`src/rtl/event_fifo_writer.sv`:
```
// Fabric event producer: buffers 32-bit event words locally and drains them into the
// fifo_1_in Avalon-MM write slave. Optional macro EVENT_TIMESTAMP_EN stamps each word.
module event_fifo_writer #(
    parameter int DEPTH  = 8,
    parameter int PTR_W  = 3,
    parameter int DROP_W = 16
) (
    input  logic              clk,
    input  logic              reset,
    input  logic              ev_valid,
    input  logic [31:0]       ev_data,
    output logic              ev_ready,
    output logic              av_address,
    output logic              av_write,
    output logic [31:0]       av_writedata,
    input  logic              av_waitrequest,
    output logic [PTR_W:0]    pending,
    output logic [DROP_W-1:0] drop_count
);

    typedef enum logic {
        IDLE = 1'b0,
        XFER = 1'b1
    } state_t;

    localparam logic [PTR_W:0] FULL_COUNT = (PTR_W + 1)'(DEPTH);

    state_t            state;
    state_t            state_next;
    logic [31:0]       mem [DEPTH];
    logic [PTR_W-1:0]  wptr;
    logic [PTR_W-1:0]  rptr;
    logic [PTR_W:0]    count;
    logic [31:0]       store_word;
    logic              push;
    logic              drop;
    logic              pop;

`ifdef EVENT_TIMESTAMP_EN
    logic [15:0] ts;

    always_ff @(posedge clk) begin
        if (reset) begin
            ts <= '0;
        end else begin
            ts <= ts + 16'd1;
        end
    end

    assign store_word = {ts, ev_data[15:0]};
`else
    assign store_word = ev_data;
`endif

    // Full is decoded from the registered count, so a full buffer refuses a push even while popping.
    assign ev_ready   = (count != FULL_COUNT);
    assign push       = ev_valid & ev_ready;
    assign drop       = ev_valid & ~ev_ready;
    assign av_address = 1'b0;
    assign av_write   = (state == XFER);
    assign pending    = count;

    always_ff @(posedge clk) begin
        if (push) begin
            mem[wptr] <= store_word;
        end
    end

    always_ff @(posedge clk) begin
        if (reset) begin
            state <= IDLE;
        end else begin
            state <= state_next;
        end
    end

    always_comb begin
        state_next = state;
        pop        = 1'b0;
        case (state)
            IDLE: begin
                if (count != '0) begin
                    pop        = 1'b1;
                    state_next = XFER;
                end
            end
            XFER: begin
                if (!av_waitrequest) begin
                    if (count != '0) begin
                        pop = 1'b1;
                    end else begin
                        state_next = IDLE;
                    end
                end
            end
            default: state_next = IDLE;
        endcase
    end

    always_ff @(posedge clk) begin
        if (reset) begin
            wptr         <= '0;
            rptr         <= '0;
            count        <= '0;
            av_writedata <= '0;
        end else begin
            if (push) begin
                wptr <= wptr + PTR_W'(1);
            end
            if (pop) begin
                av_writedata <= mem[rptr];
                rptr         <= rptr + PTR_W'(1);
            end
            case ({push, pop})
                2'b10:   count <= count + (PTR_W + 1)'(1);
                2'b01:   count <= count - (PTR_W + 1)'(1);
                default: count <= count;
            endcase
        end
    end

    // Saturating: stays at all-ones once reached.
    always_ff @(posedge clk) begin
        if (reset) begin
            drop_count <= '0;
        end else if (drop && (drop_count != {DROP_W{1'b1}})) begin
            drop_count <= drop_count + DROP_W'(1);
        end
    end

endmodule

```
`config.mk`:
```
export PLATFORM = sky130hd
export DESIGN_NAME = event_fifo_writer
export DESIGN_NICKNAME = d
export VERILOG_FILES = /design/src/rtl/event_fifo_writer.sv
export SDC_FILE = /design/constraint.sdc
export NUM_CORES = 1
export LEC_CHECK = 0
export ABC_AREA = 1
export ABC_CLOCK_PERIOD_IN_PS = 3200
export CORE_UTILIZATION = 48
export CTS_CLUSTER_DIAMETER = 100
export DETAILED_ROUTE_END_ITERATION = 10
export PLACE_DENSITY = 0.67
export SETUP_SLACK_MARGIN = 0.1
export SLEW_MARGIN = 20
export SYNTH_ARGS = -nofsm -noshare
export SYNTH_HDL_FRONTEND = slang
export SYNTH_SLANG_ARGS = --single-unit
```
`constraint.sdc`:
```
create_clock -name clk -period 3.2 [get_ports clk]
set_clock_uncertainty 0.2 [all_clocks]
set_input_delay 0.48 -clock clk [delete_from_list [all_inputs] [get_ports clk]]
set_output_delay 0.48 -clock clk [all_outputs]
set_load 0.005 [all_outputs]
```
* After elaboration in Yosys (flattened, before gate mapping)
Memory sizes are Yosys's and may differ from the RTL's. A register that Yosys moved wholly into a read port is not among the register bits.
Cells that the tools add are included.
** Word-level totals
- Output and inout bits :: 55
- Memories :: 1
- Bits in registers :: 27
- Logic and storage cells :: 30
- Memory bits (writable) :: 256
** Cells by class
- Add/subtract/negate cells :: 5
- Reductions and logical operators :: 3
- Eq/ne operators :: 4
- Bitwise operators :: 4
- Mux-type cells :: 8
** Memories
- mem :: depth 8, bits a word 32, rd ports 1, clocked after memory_dff 1, write ports 1, line 30 : logic [31:0] mem [DEPTH];
** Operator list (count)
- 16-bit by 1-bit adder with 16-bit output (second input constant) :: 1
- 16-bit != test (second input constant) :: 1
- 4-bit one-hot mux with 2 select lines :: 1
- 3-bit by 1-bit adder with 3-bit output (second input constant) :: 2
- 1-bit two-way mux :: 5
- 4-bit by 1-bit adder with 4-bit output (second input constant) :: 1
- 4-bit != test (second input constant) :: 1
- 1-bit one-hot mux with 2 select lines :: 2
- 4-bit nonzero test :: 1
- 4-bit by 1-bit subtractor with 4-bit output (second input constant) :: 1
- 1-bit bitwise AND :: 2
- 2-bit by 1-bit == test with 1-bit output (second input constant) :: 1
- 2-bit == test (second input constant) :: 1
- 1-bit NOT :: 2
- 2-bit nonzero test :: 1
- 1-bit logical AND :: 1

* Logic depth before layout (Yosys ltp)
Gate-level depths: netlist of run 1.
- Word-level depth :: 6
- Mapped depth :: 16
- Depth with buffers taken out :: 14

* Worst setup path after synthesis of run 1
No wires, ideal clock.
- Kind :: flip-flop to flip-flop
- Start point :: register count[0], in the netlist pending[0]
- End point :: memory mem[1][0] (enable)
- Slack :: 293 ps
- Required time :: 2579 ps
- Cell stages (with the launch flop) :: 7
- Period minus slack after synthesis :: 2907 ps
- Buffers on the path :: 0
- Data arrival time :: 2286 ps
- Path through :: dfxtp_1 -> nor2_2 -> nand3_1 -> nand2_1 -> nor2_1 -> inv_1 -> nor2_1
** On the way
- Cells in the longest elaborated chain, start to end :: 4
** RTL lines
- start: declaration :: line 33 : logic [PTR_W:0] count;
- start signal: assignment :: line 115 : 2'b10: count <= count + (PTR_W + 1)'(1);
- start signal: assignment :: line 116 : 2'b01: count <= count - (PTR_W + 1)'(1);
- start signal: assignment :: line 117 : default: count <= count;
- 4-bit != test :: line 56 : assign ev_ready = (count != FULL_COUNT);
- named net ev_ready :: line 12 : output logic ev_ready,
- 1-bit bitwise AND :: line 57 : assign push = ev_valid & ev_ready;
- 1-bit two-way mux :: line 64 : if (push) begin
- 1-bit two-way mux (not written as such) :: line 65 : mem[wptr] <= store_word;
- end: declaration :: line 30
The timed path passes the listed nets, and every way through them passes these cells.

* Worst setup path after layout of run 1
- Start point :: register count[0], in the netlist pending[0]
- End point :: output port ev_ready
** On the way
- Cells in the longest elaborated chain, start to end :: 1
** RTL lines (line)
- 4-bit != test :: 56
- end: declaration :: 12
No other way between the ends.

==> results of run 1 <==
state kept, by name, summed over array words and instances, names as in the netlist:
signal and count:
wptr 3, pending 4, mem 256, rptr 3, av_writedata 32, drop_count 16
av_write 1
worst max-delay path, delay by kind of cell (launching register included):
family / cells / cell delay, ns
and+or+nand+nor: 2 / 0.22
buffers and inverters: 1 / 0.52
DFF: 1 / 0.44
through the flow:
step	util	cells	setup WS (ns)	hold WS, ns	cell area, um2
2_1_floorplan	-	1108	0.293	0.258	12600
3_3_place_gp	0.545	1486	0.623	0.276	13900
3_5_place_dp	0.545	1486	0.608	0.288	13900
4_1_cts	0.592	1548	0.814	0.297	15000
5_1_grt	0.592	1548	0.638	0.342	15000
6_report	0.592	1548	0.837	0.299	15000
where the power goes:
group / switching [W] / total [W] / internal [W]
combinational: 0.00203 / 0.00316 / 0.00113
sequential: 0.000150 / 0.00497 / 0.00482
clock: 0.00152 / 0.00403 / 0.00252
cells in the final DEF, fill, tap and decap left out, drive strengths merged:
cell type      Yosys  routed
nor2             263     263
edfxtp           256     256
o21ai            170     170
nand2            105     105
clkdlybuf4s50      0      89
dfxtp             59      59
a21oi             53      53
nand3             49      49
clkbuf            32      48
o211ai            32      32
inv               32      31
buf               33      24
clkinv             0       9
xor2               6       6
nand4              6       6
ha                 6       6
bufinv             0       4
xnor2              3       3
clkinvlp           0       2
nor3               1       1
nor3b              1       1
conb               1       1
routing by layer:
layer	vias to the layer above	routed length (um)	GRT usage	part of all wire
li1	4050	-	-	-
met1	3973	11300	0.268	0.43
met2	214	12900	0.344	0.49
met3	36	1570	0.0285	0.060
met4	0	430	0.0543	0.016
met5	-	0	0	0
worst max path at each step:
| stage | slack, ns | cells after the start | startpoint | endpoint |
|---|---|---|---|---|
| after CTS | 0.81 | 3 | pending[0]$_SDFFE_PP0P_ | ev_ready |
| after global routing | 0.64 | 12 | pending[0]$_SDFFE_PP0P_ | pending[2]$_SDFFE_PP0P_ |
| final | 0.84 | 3 | pending[0]$_SDFFE_PP0P_ | ev_ready |
| after floorplan | 0.29 | 6 | pending[0]$_SDFFE_PP0P_ | mem[1][0]$_DFFE_PP_ |
| after detailed placement | 0.61 | 13 | av_waitrequest | pending[2]$_SDFFE_PP0P_ |
| after global placement | 0.62 | 13 | av_waitrequest | pending[2]$_SDFFE_PP0P_ |
area by class of cell:
cell class | instances | share of cell area
repair buffers | 113 | 0.0762
clock inverters | 14 | 0.0115
flip-flops and latches | 315 | 0.590
clock buffers | 48 | 0.0670
inverters | 32 | 0.00807
multi-input cells | 696 | 0.220
well taps | 330 | 0.0275
cells by family (layout without fill, tap and decap cells):
kind of cell | Yosys count | count (layout) | share of synthesized area
compound gates | 255 | 255 | 0.111
xor+xnor | 9 | 9 | 0.00628
fa+ha+maj | 6 | 6 | 0.00598
buf+inv | 97 | 207 | 0.0359
flops | 315 | 315 | 0.706
other cells | 1 | 1 | 0.000299
simple gates | 425 | 425 | 0.134
==> results.sh, run 1 <==
export IMPL_post_synth_cell_area_avg_um2=11.3
export IMPL_cts_clk_slew_worst_paths_ns=0.06
export IMPL_postCtsSetupBuffers=0
export IMPL_drt_wl_total_um=26200
export IMPL_hold_depth=2
export IMPL_crit_slowest_cell="clkdlybuf4s50_1"
export IMPL_ys_seq_elements=315
export IMPL_postSynthCellCount=1108
export IMPL_htree_levels=2
export IMPL_rr_worst_depth=12
export IMPL_syn_area_um2=12600
export IMPL_r2r_end="pending[2]$_SDFFE_PP0P_"
export IMPL_rrSetupSlack_ns=0.94
export IMPL_synth_common_cells="nor2_1 (259), edfxtp_1 (256), o21ai_0 (162), nand2_1 (105), dfxtp_1 (59)"
export IMPL_track_usage=0.201
export IMPL_hold_viol=0
export IMPL_crit_path_start_kind="flop"
export IMPL_area_delta_synth_final_pct=19.7
export IMPL_tightest_slew_ns=0.716
export IMPL_rows=58
export IMPL_synth_edf_count=256
export IMPL_hp_start="wptr[0]$_SDFFE_PP0P_"
export IMPL_fmax_ghz=0.423
export IMPL_finalSetupViolations=0
export IMPL_cts_resized=0
export IMPL_dieArea_um2=26800
export IMPL_gr_total_overflow=0
export IMPL_rsz0062_at_grt="no"
export IMPL_first_global_vias=7893
export IMPL_dr_pass1_iters=5
export IMPL_min_path_type="reg2reg"
export IMPL_endpoint_kind="primary output"
export IMPL_port_buffers=89
export IMPL_slew_viol_final=0
export IMPL_coreArea_um2=25400
export IMPL_hpwl_um=14600
export IMPL_cap_viol_max_count=0
export IMPL_r2r_start="pending[0]$_SDFFE_PP0P_"
export IMPL_maxSlewHeadroom=0.523
export IMPL_grt_antenna_before_repair=0
export IMPL_insertion_delay_ns=0.51
export IMPL_fin_crit_ns=2.36
export IMPL_yosysUniqueCellTypes=26
export IMPL_dr_first_iter_drc_count=661
export IMPL_drt_antenna_violating_nets=0
export IMPL_grt_first_pass_wirelength_um=41700
export IMPL_fp_dieH_um=164
export IMPL_via_count=8273
export IMPL_yosysMostFrequentCell="nor2_1"
export IMPL_boundaryPins=91
export IMPL_seq_area_um2=8870
export IMPL_worstHoldEndpoint="wptr[0]$_SDFFE_PP0P_"
export IMPL_vias_per_cell=5.34
export IMPL_synthTopCellsByArea="edfxtp_1 (61%), dfxtp_1 (9.4%), nor2_1 (7.7%)"
export IMPL_finalSetupTns_ns=0
export IMPL_synth_area_leader_cell="edfxtp_1"
export IMPL_remaining_drc_errors=0
export IMPL_critical_path_max_stage_delay_ns=0.52
export IMPL_path_cells="nor2_2, nand3_1, clkdlybuf4s50_1"
export IMPL_tritoncts="yes"
export IMPL_required_ns=2.52
export IMPL_multi_input_area_um2=3300
export IMPL_cts_buffers=34
export IMPL_diodes=0
export IMPL_fin_nets=1234
export IMPL_yosysSeqAreaShare=0.706
export IMPL_die_x_um=164
export IMPL_nFillCells=2069
export IMPL_cp_arrival_ns=1.68
export IMPL_status="finished, final reports clean"
export IMPL_ir_drop_v=0.000563
export IMPL_hold_buffers=0
export IMPL_finalPower_w=0.0122
export IMPL_grt_max_degree=130
export IMPL_drive_gt1_frac=0.0829
export IMPL_synth_top_cell_area_share=0.612
export IMPL_root_buffer="clkbuf_16"
export IMPL_p_leak_nw=5.19
export IMPL_path_class="reg2out"
export IMPL_async_flop_share=0
export IMPL_cts_sinks=315
export IMPL_critPathMaxFanout=5
export IMPL_synthFlopType="edfxtp_1"
export IMPL_post_drt_wl_per_cell_um=16.9
export IMPL_cts_max_path_buffers=3
export IMPL_yosys_warnings=0
export IMPL_power_density_nw_per_um2=809
export IMPL_synth_nets=1150
export IMPL_initial_core_util=0.495
export IMPL_gp_congestion=0.811
export IMPL_post_route_period_util=0.738
Power figures use the tool's default switching activity.
==> inputs of run 2 (changes only) <==
--- a/config.mk
+++ b/config.mk
@@ -6,11 +6,11 @@
 export NUM_CORES = 1
 export LEC_CHECK = 0
 export ABC_AREA = 1
-export ABC_CLOCK_PERIOD_IN_PS = 3200
+export ABC_CLOCK_PERIOD_IN_PS = 2060
 export CORE_UTILIZATION = 48
 export CTS_CLUSTER_DIAMETER = 100
 export DETAILED_ROUTE_END_ITERATION = 10
-export PLACE_DENSITY = 0.67
+export PLACE_DENSITY = 0.7
 export SETUP_SLACK_MARGIN = 0.1
 export SLEW_MARGIN = 20
 export SYNTH_ARGS = -nofsm -noshare
==> constraint.sdc (replaced) <==
create_clock -name clk -period 2.06 [get_ports clk]
set_clock_uncertainty 0.2 [all_clocks]
set_input_delay 0.309 -clock clk [delete_from_list [all_inputs] [get_ports clk]]
set_output_delay 0.309 -clock clk [all_outputs]
set_load 0.005 [all_outputs]
==> run 2 against run 1 <==
  * Worst hold slack gained 0.00071 ns
  * Register-to-register slack lost 0.81 ns
  * Utilization grew 1.5 points
  * Sequential share of layout area shrank 1.3 points
  * Worst setup slack lost 0.72 ns
  * Combinational power grew 67%
  * Non-clock buffer count grew 27
  * Wire length grew 5.0%
  * Global-route usage grew 1.1 points
  * Critical path type unchanged
  * Largest cell class unchanged
==> results.sh, run 2 (synthesized netlist as in run 1, its figures left out) <==
export IMPL_rr_worst_depth=12
export IMPL_cp_startpoint="pending[3]$_SDFFE_PP0P_"
export IMPL_dieArea_um2=26800
export IMPL_p_switching_w=0.00599
export IMPL_final_common_cell="edfxtp_1"
export IMPL_drive_gt1_frac=0.127
export IMPL_hold_buffers=0
export IMPL_grt_use_met3=0.0313
export IMPL_critPathMaxFanout=5
export IMPL_gr_total_overflow=0
export IMPL_die_x_um=164
export IMPL_critical_path_max_stage_delay_ns=0.53
export IMPL_dr_pass1_iters=5
export IMPL_cap_viol_max_count=0
export IMPL_final_cell_mix="edfxtp_1 (256), nor2_1 (250), o21ai_0 (159)"
export IMPL_fin_crit_ns=1.95
export IMPL_grt_max_degree=85
export IMPL_min_path_type="reg2reg"
export IMPL_crit_slowest_cell="clkdlybuf4s50_1"
export IMPL_grt_first_pass_wirelength_um=43900
export IMPL_area_delta_synth_final_pct=22.7
export IMPL_hold_viol=0
export IMPL_cts_max_path_buffers=3
export IMPL_worstHoldEndpoint="drop_count[6]$_SDFFE_PP0P_"
export IMPL_fmax_ghz=0.514
export IMPL_reg_top3="mem (256), av_writedata (32), drop_count (16)"
export IMPL_power_switching_share=0.314
export IMPL_p_leak_nw=5.43
export IMPL_tritoncts="yes"
export IMPL_endpoint_kind="primary output"
export IMPL_gp_congestion=0.860
export IMPL_grt_use_met1=0.285
export IMPL_path_cells="clkdlybuf4s50_1"
export IMPL_fin_nets=1261
export IMPL_post_route_period_util=0.944
export IMPL_first_global_vias=8244
export IMPL_port_buffers=89
export IMPL_hp_start="drop_count[6]$_SDFFE_PP0P_"
export IMPL_r2r_start="pending[1]$_SDFFE_PP0P_"
export IMPL_track_usage=0.212
export IMPL_vias_per_cell=5.35
export IMPL_initial_core_util=0.495
export IMPL_dr_first_iter_drc_count=674
export IMPL_fp_dieH_um=164
export IMPL_r2r_end="pending[2]$_SDFFE_PP0P_"
export IMPL_rsz0062_at_grt="yes"
export IMPL_cp_top_family="buffers and inverters"
export IMPL_fin_ws_ns=0.115
export IMPL_cts_clk_slew_worst_paths_ns=0.06
export IMPL_boundaryPins=91
export IMPL_root_buffer="clkbuf_16"
export IMPL_cp_arrival_ns=1.44
export IMPL_finalSetupTns_ns=0
export IMPL_required_ns=1.55
export IMPL_cts_buffers=34
export IMPL_path_class="reg2out"
export IMPL_hold_depth=2
export IMPL_largest_reg_flops=256
export IMPL_drt_wl_total_um=27500
export IMPL_status="finished, final reports clean"
export IMPL_htree_levels=2
export IMPL_busiest_layer="met2"
export IMPL_dp_slack_ns=-0.174
export IMPL_via_count=8434
export IMPL_grt_antenna_before_repair=0
export IMPL_clock_power_share=0.314
export IMPL_cts_sinks=315
export IMPL_hpwl_um=15500
export IMPL_post_drt_wl_per_cell_um=17.4
export IMPL_path_buf_inv=1
export IMPL_drt_antenna_violating_nets=0
export IMPL_ir_drop_v=0.000925
export IMPL_remaining_drc_errors=0
export IMPL_power_frac_comb=0.278
export IMPL_slew_viol_final=0
export IMPL_diodes=0
export IMPL_intPower_w=0.0131
export IMPL_power_frac_seq=0.408
export IMPL_insertion_delay_ns=0.53
export IMPL_rrSetupSlack_ns=0.13
export IMPL_power_density_nw_per_um2=1240
export IMPL_rows=58
export IMPL_grtUsageMet2=0.364
export IMPL_regMostFlops="mem"
export IMPL_coreArea_um2=25400
export IMPL_crit_path_start_kind="flop"
export IMPL_finalSetupViolations=0
[run 2: cell types whose count changed in the layout (fill, tap and decap cells not counted), moves of 6 or more]
cell | previous run | this run
clkdlybuf4s50_1 | 89 | 80
dfxtp_2 | 0 | 16
buf_12 | 6 | 18
dfxtp_1 | 58 | 40
dlygate4sd2_1 | 0 | 6
buf_4 | 18 | 29
[run 2: cell type report]
class	count	area, um2
flip-flops and latches	315	8900
repair buffers	140	1510
well taps	330	413
inverters	32	120
fillers	2031	9980
multi-input cells	696	3370
clock buffers	44	898
clock inverters	18	213
[run 2: per-layer routing]
| layer | part of all wire | vias up |
|---|---|---|
| met1 | 0.45 | 4098 |
| met5 | 0 | - |
| met3 | 0.042 | 27 |
| met4 | 0.013 | 0 |
| li1 | - | 4110 |
| met2 | 0.49 | 199 |
[run 2: worst max-delay path by stage]
stage / endpoint / cells after the start
6_report: pending[3] / 1
3_3_place_gp: pending[2]$_SDFFE_PP0P_ / 11
4_1_cts: ev_ready / 4
3_5_place_dp: pending[2]$_SDFFE_PP0P_ / 11
5_1_grt: pending[2]$_SDFFE_PP0P_ / 12
2_1_floorplan: pending[2]$_SDFFE_PP0P_ / 15
[run 2: repair_timing]
item	in CTS	in global routing
pin swaps	1	5
resized for setup	23	14
setup endpoints to repair	19	21
setup buffers	1	2
[run 2: per-stage QoR]
step / utilization / std cells / hold WS, ns / cell area [um2] / total power [W]
after floorplan: - / 1108 / 0.208 / 12700 / 0.0112
final: 0.607 / 1575 / 0.300 / 15400 / 0.0191
after CTS: 0.605 / 1573 / 0.298 / 15400 / 0.0191
after global placement: 0.560 / 1510 / 0.278 / 14200 / 0.0130
after detailed placement: 0.560 / 1510 / 0.291 / 14200 / 0.0131
after global routing: 0.607 / 1575 / 0.307 / 15400 / 0.0201
[run 2: power groups by stage]
stage	logic (W)	clock network, W	registers, W
2_1_floorplan	0.00336	0	0.00784
3_3_place_gp	0.00511	0	0.00790
3_5_place_dp	0.00522	0	0.00791
4_1_cts	0.00526	0.00608	0.00778
5_1_grt	0.00593	0.00637	0.00783
6_report	0.00529	0.00599	0.00778
==> inputs of run 3 (changes only) <==
--- a/config.mk
+++ b/config.mk
@@ -6,11 +6,12 @@
 export NUM_CORES = 1
 export LEC_CHECK = 0
 export ABC_AREA = 1
-export ABC_CLOCK_PERIOD_IN_PS = 2060
+export ABC_CLOCK_PERIOD_IN_PS = 2300
+export CORE_ASPECT_RATIO = 0.7
 export CORE_UTILIZATION = 48
 export CTS_CLUSTER_DIAMETER = 100
 export DETAILED_ROUTE_END_ITERATION = 10
-export PLACE_DENSITY = 0.7
+export PLACE_DENSITY = 0.67
 export SETUP_SLACK_MARGIN = 0.1
 export SLEW_MARGIN = 20
 export SYNTH_ARGS = -nofsm -noshare
==> constraint.sdc (replaced) <==
create_clock -name clk -period 2.3 [get_ports clk]
set_clock_uncertainty 0.2 [all_clocks]
set_input_delay 0.345 -clock clk [delete_from_list [all_inputs] [get_ports clk]]
set_output_delay 0.345 -clock clk [all_outputs]
set_load 0.005 [all_outputs]
==> run 3 against run 2 <==
  * Via count decreased by 1.7%
  * Sequential power down 11%
  * Register-to-register slack better by 0.15 ns
  * Clock-buffer cell count fell by 7
==> results.sh, run 3 (synthesized netlist as in run 1, its figures left out) <==
export IMPL_maxSlewHeadroom=0.621
export IMPL_rows=49
export IMPL_p_leak_nw=5.22
export IMPL_dieArea_um2=26800
export IMPL_cp_top_family="buffers and inverters"
export IMPL_largest_reg_flops=256
export IMPL_boundaryPins=91
export IMPL_rsz0062_at_grt="no"
export IMPL_status="finished, final reports clean"
export IMPL_finalSetupViolations=0
export IMPL_tritoncts="yes"
export IMPL_intPower_w=0.0114
export IMPL_clock_power_share=0.304
export IMPL_vias_per_cell=5.32
export IMPL_htree_levels=1
export IMPL_drt_antenna_violating_nets=0
export IMPL_post_drt_wl_per_cell_um=17.0
export IMPL_cap_viol_max_count=0
export IMPL_power_frac_comb=0.278
export IMPL_dr_pass1_iters=5
export IMPL_root_buffer="clkbuf_16"
export IMPL_postCtsSetupBuffers=0
export IMPL_tightest_slew_ns=0.569
export IMPL_gp_congestion=0.763
export IMPL_fin_nets=1246
export IMPL_path_buf_inv=1
export IMPL_area_delta_synth_final_pct=20.3
export IMPL_final_common_cell="edfxtp_1"
export IMPL_multi_input_area_um2=3320
export IMPL_drt_wl_total_um=26500
export IMPL_min_path_type="reg2reg"
export IMPL_dr_first_iter_drc_count=551
export IMPL_hold_viol=0
export IMPL_crit_slowest_cell="clkdlybuf4s50_1"
export IMPL_grt_antenna_before_repair=0
export IMPL_endpoint_kind="primary output"
export IMPL_seq_area_um2=8880
export IMPL_fmax_ghz=0.472
export IMPL_slew_viol_final=0
export IMPL_path_cells="clkdlybuf4s50_1"
export IMPL_grt_first_pass_wirelength_um=42000
export IMPL_fp_dieH_um=137
export IMPL_initial_core_util=0.489
export IMPL_whs_ns=0.297
export IMPL_gr_total_overflow=0
export IMPL_post_route_period_util=0.922
export IMPL_regMostFlops="mem"
export IMPL_port_buffers=89
export IMPL_p_switching_w=0.00516
export IMPL_cts_sinks=315
export IMPL_path_class="reg2out"
export IMPL_cts_max_path_buffers=3
export IMPL_coreArea_um2=25700
export IMPL_fin_crit_ns=2.12
export IMPL_hold_buffers=0
export IMPL_power_density_nw_per_um2=1100
export IMPL_critical_path_max_stage_delay_ns=0.56
export IMPL_fin_ws_ns=0.180
export IMPL_first_global_vias=7789
export IMPL_reg_top3="mem (256), av_writedata (32), drop_count (16)"
export IMPL_cts_buffers=30
export IMPL_required_ns=1.75
export IMPL_drive_gt1_frac=0.0994
export IMPL_hpwl_um=15600
export IMPL_power_switching_share=0.312
export IMPL_power_frac_seq=0.418
export IMPL_grt_max_degree=130
export IMPL_track_usage=0.200
export IMPL_finalSetupTns_ns=0
export IMPL_critPathMaxFanout=7
export IMPL_finalPower_w=0.0165
export IMPL_ir_drop_v=0.000737
export IMPL_diodes=0
export IMPL_cp_arrival_ns=1.57
export IMPL_remaining_drc_errors=0
export IMPL_insertion_delay_ns=0.55
export IMPL_die_x_um=195
export IMPL_crit_path_start_kind="flop"
export IMPL_utilization=0.588
export IMPL_nFillCells=2016
export IMPL_via_count=8290
export IMPL_final_cell_mix="edfxtp_1 (256), nor2_1 (251), o21ai_0 (162)"
export IMPL_dp_slack_ns=0.0118
export IMPL_cts_clk_slew_worst_paths_ns=0.06
run 3: changes by cell type in the layout (fill, tap and decap cells not counted), moves of 3 or more:
cell	change
dlygate4sd2_1	-5
clkdlybuf4s50_1	+8
clkbuf_1	-4
buf_12	-4
dfxtp_1	+14
clkbuf_16	-3
o21ai_1	-3
o21ai_0	+3
buf_6	-4
dfxtp_2	-12
buf_4	-3
run 3: metrics by stage:
| stage | instance area, um2 | instances |
|---|---|---|
| 3_3_place_gp | 14100 | 1503 |
| 4_1_cts | 15100 | 1558 |
| 5_1_grt | 15100 | 1558 |
| 2_1_floorplan | 12600 | 1108 |
| 6_report | 15100 | 1558 |
| 3_5_place_dp | 14100 | 1503 |
run 3: repair_timing:
| item | in CTS | in global routing |
|---|---|---|
| setup endpoints to repair | 1 | 1 |
| gates resized for setup | 2 | 3 |
| hold endpoints to repair | 0 | 0 |
run 3: power by group through the flow:
stage | combinational, W | clock [W] | sequential, W
after floorplan | 0.00294 | 0 | 0.00702
after global placement | 0.00454 | 0 | 0.00701
after detailed placement | 0.00463 | 0 | 0.00703
after CTS | 0.00465 | 0.00513 | 0.00691
after global routing | 0.00520 | 0.00532 | 0.00697
final | 0.00461 | 0.00503 | 0.00691
run 3: layout make-up:
| type | instances | share of cell area |
|---|---|---|
| repair buffers | 129 | 0.0903 |
| multi-input cells | 696 | 0.220 |
| inverters | 32 | 0.00803 |
| flip-flops and latches | 315 | 0.587 |
| clock buffers | 37 | 0.0535 |
| well taps | 331 | 0.0274 |
| clock inverters | 18 | 0.0136 |
run 3: per-layer routing:
layer | vias up | track usage | share of wire | wire length, um
li1 | 4082 | - | - | -
met1 | 3939 | 0.289 | 0.47 | 12600
met2 | 225 | 0.316 | 0.45 | 11900
met3 | 44 | 0.0316 | 0.058 | 1530
met4 | 0 | 0.0538 | 0.021 | 567
met5 | - | 0 | 0 | 0
run 3: path summary, 6_finish.rpt:
kind | slack [ns] | from | cells after the start | to
worst max-delay path | 0.18 | drop_count[2]$_SDFFE_PP0P_ | 1 | drop_count[2]
worst min-delay path | 0.30 | wptr[0]$_SDFFE_PP0P_ | 2 | wptr[0]$_SDFFE_PP0P_
worst max register to register | 0.28 | pending[1]$_SDFFE_PP0P_ | 12 | pending[2]$_SDFFE_PP0P_
worst min register to register | 0.30 | wptr[0]$_SDFFE_PP0P_ | 2 | wptr[0]$_SDFFE_PP0P_
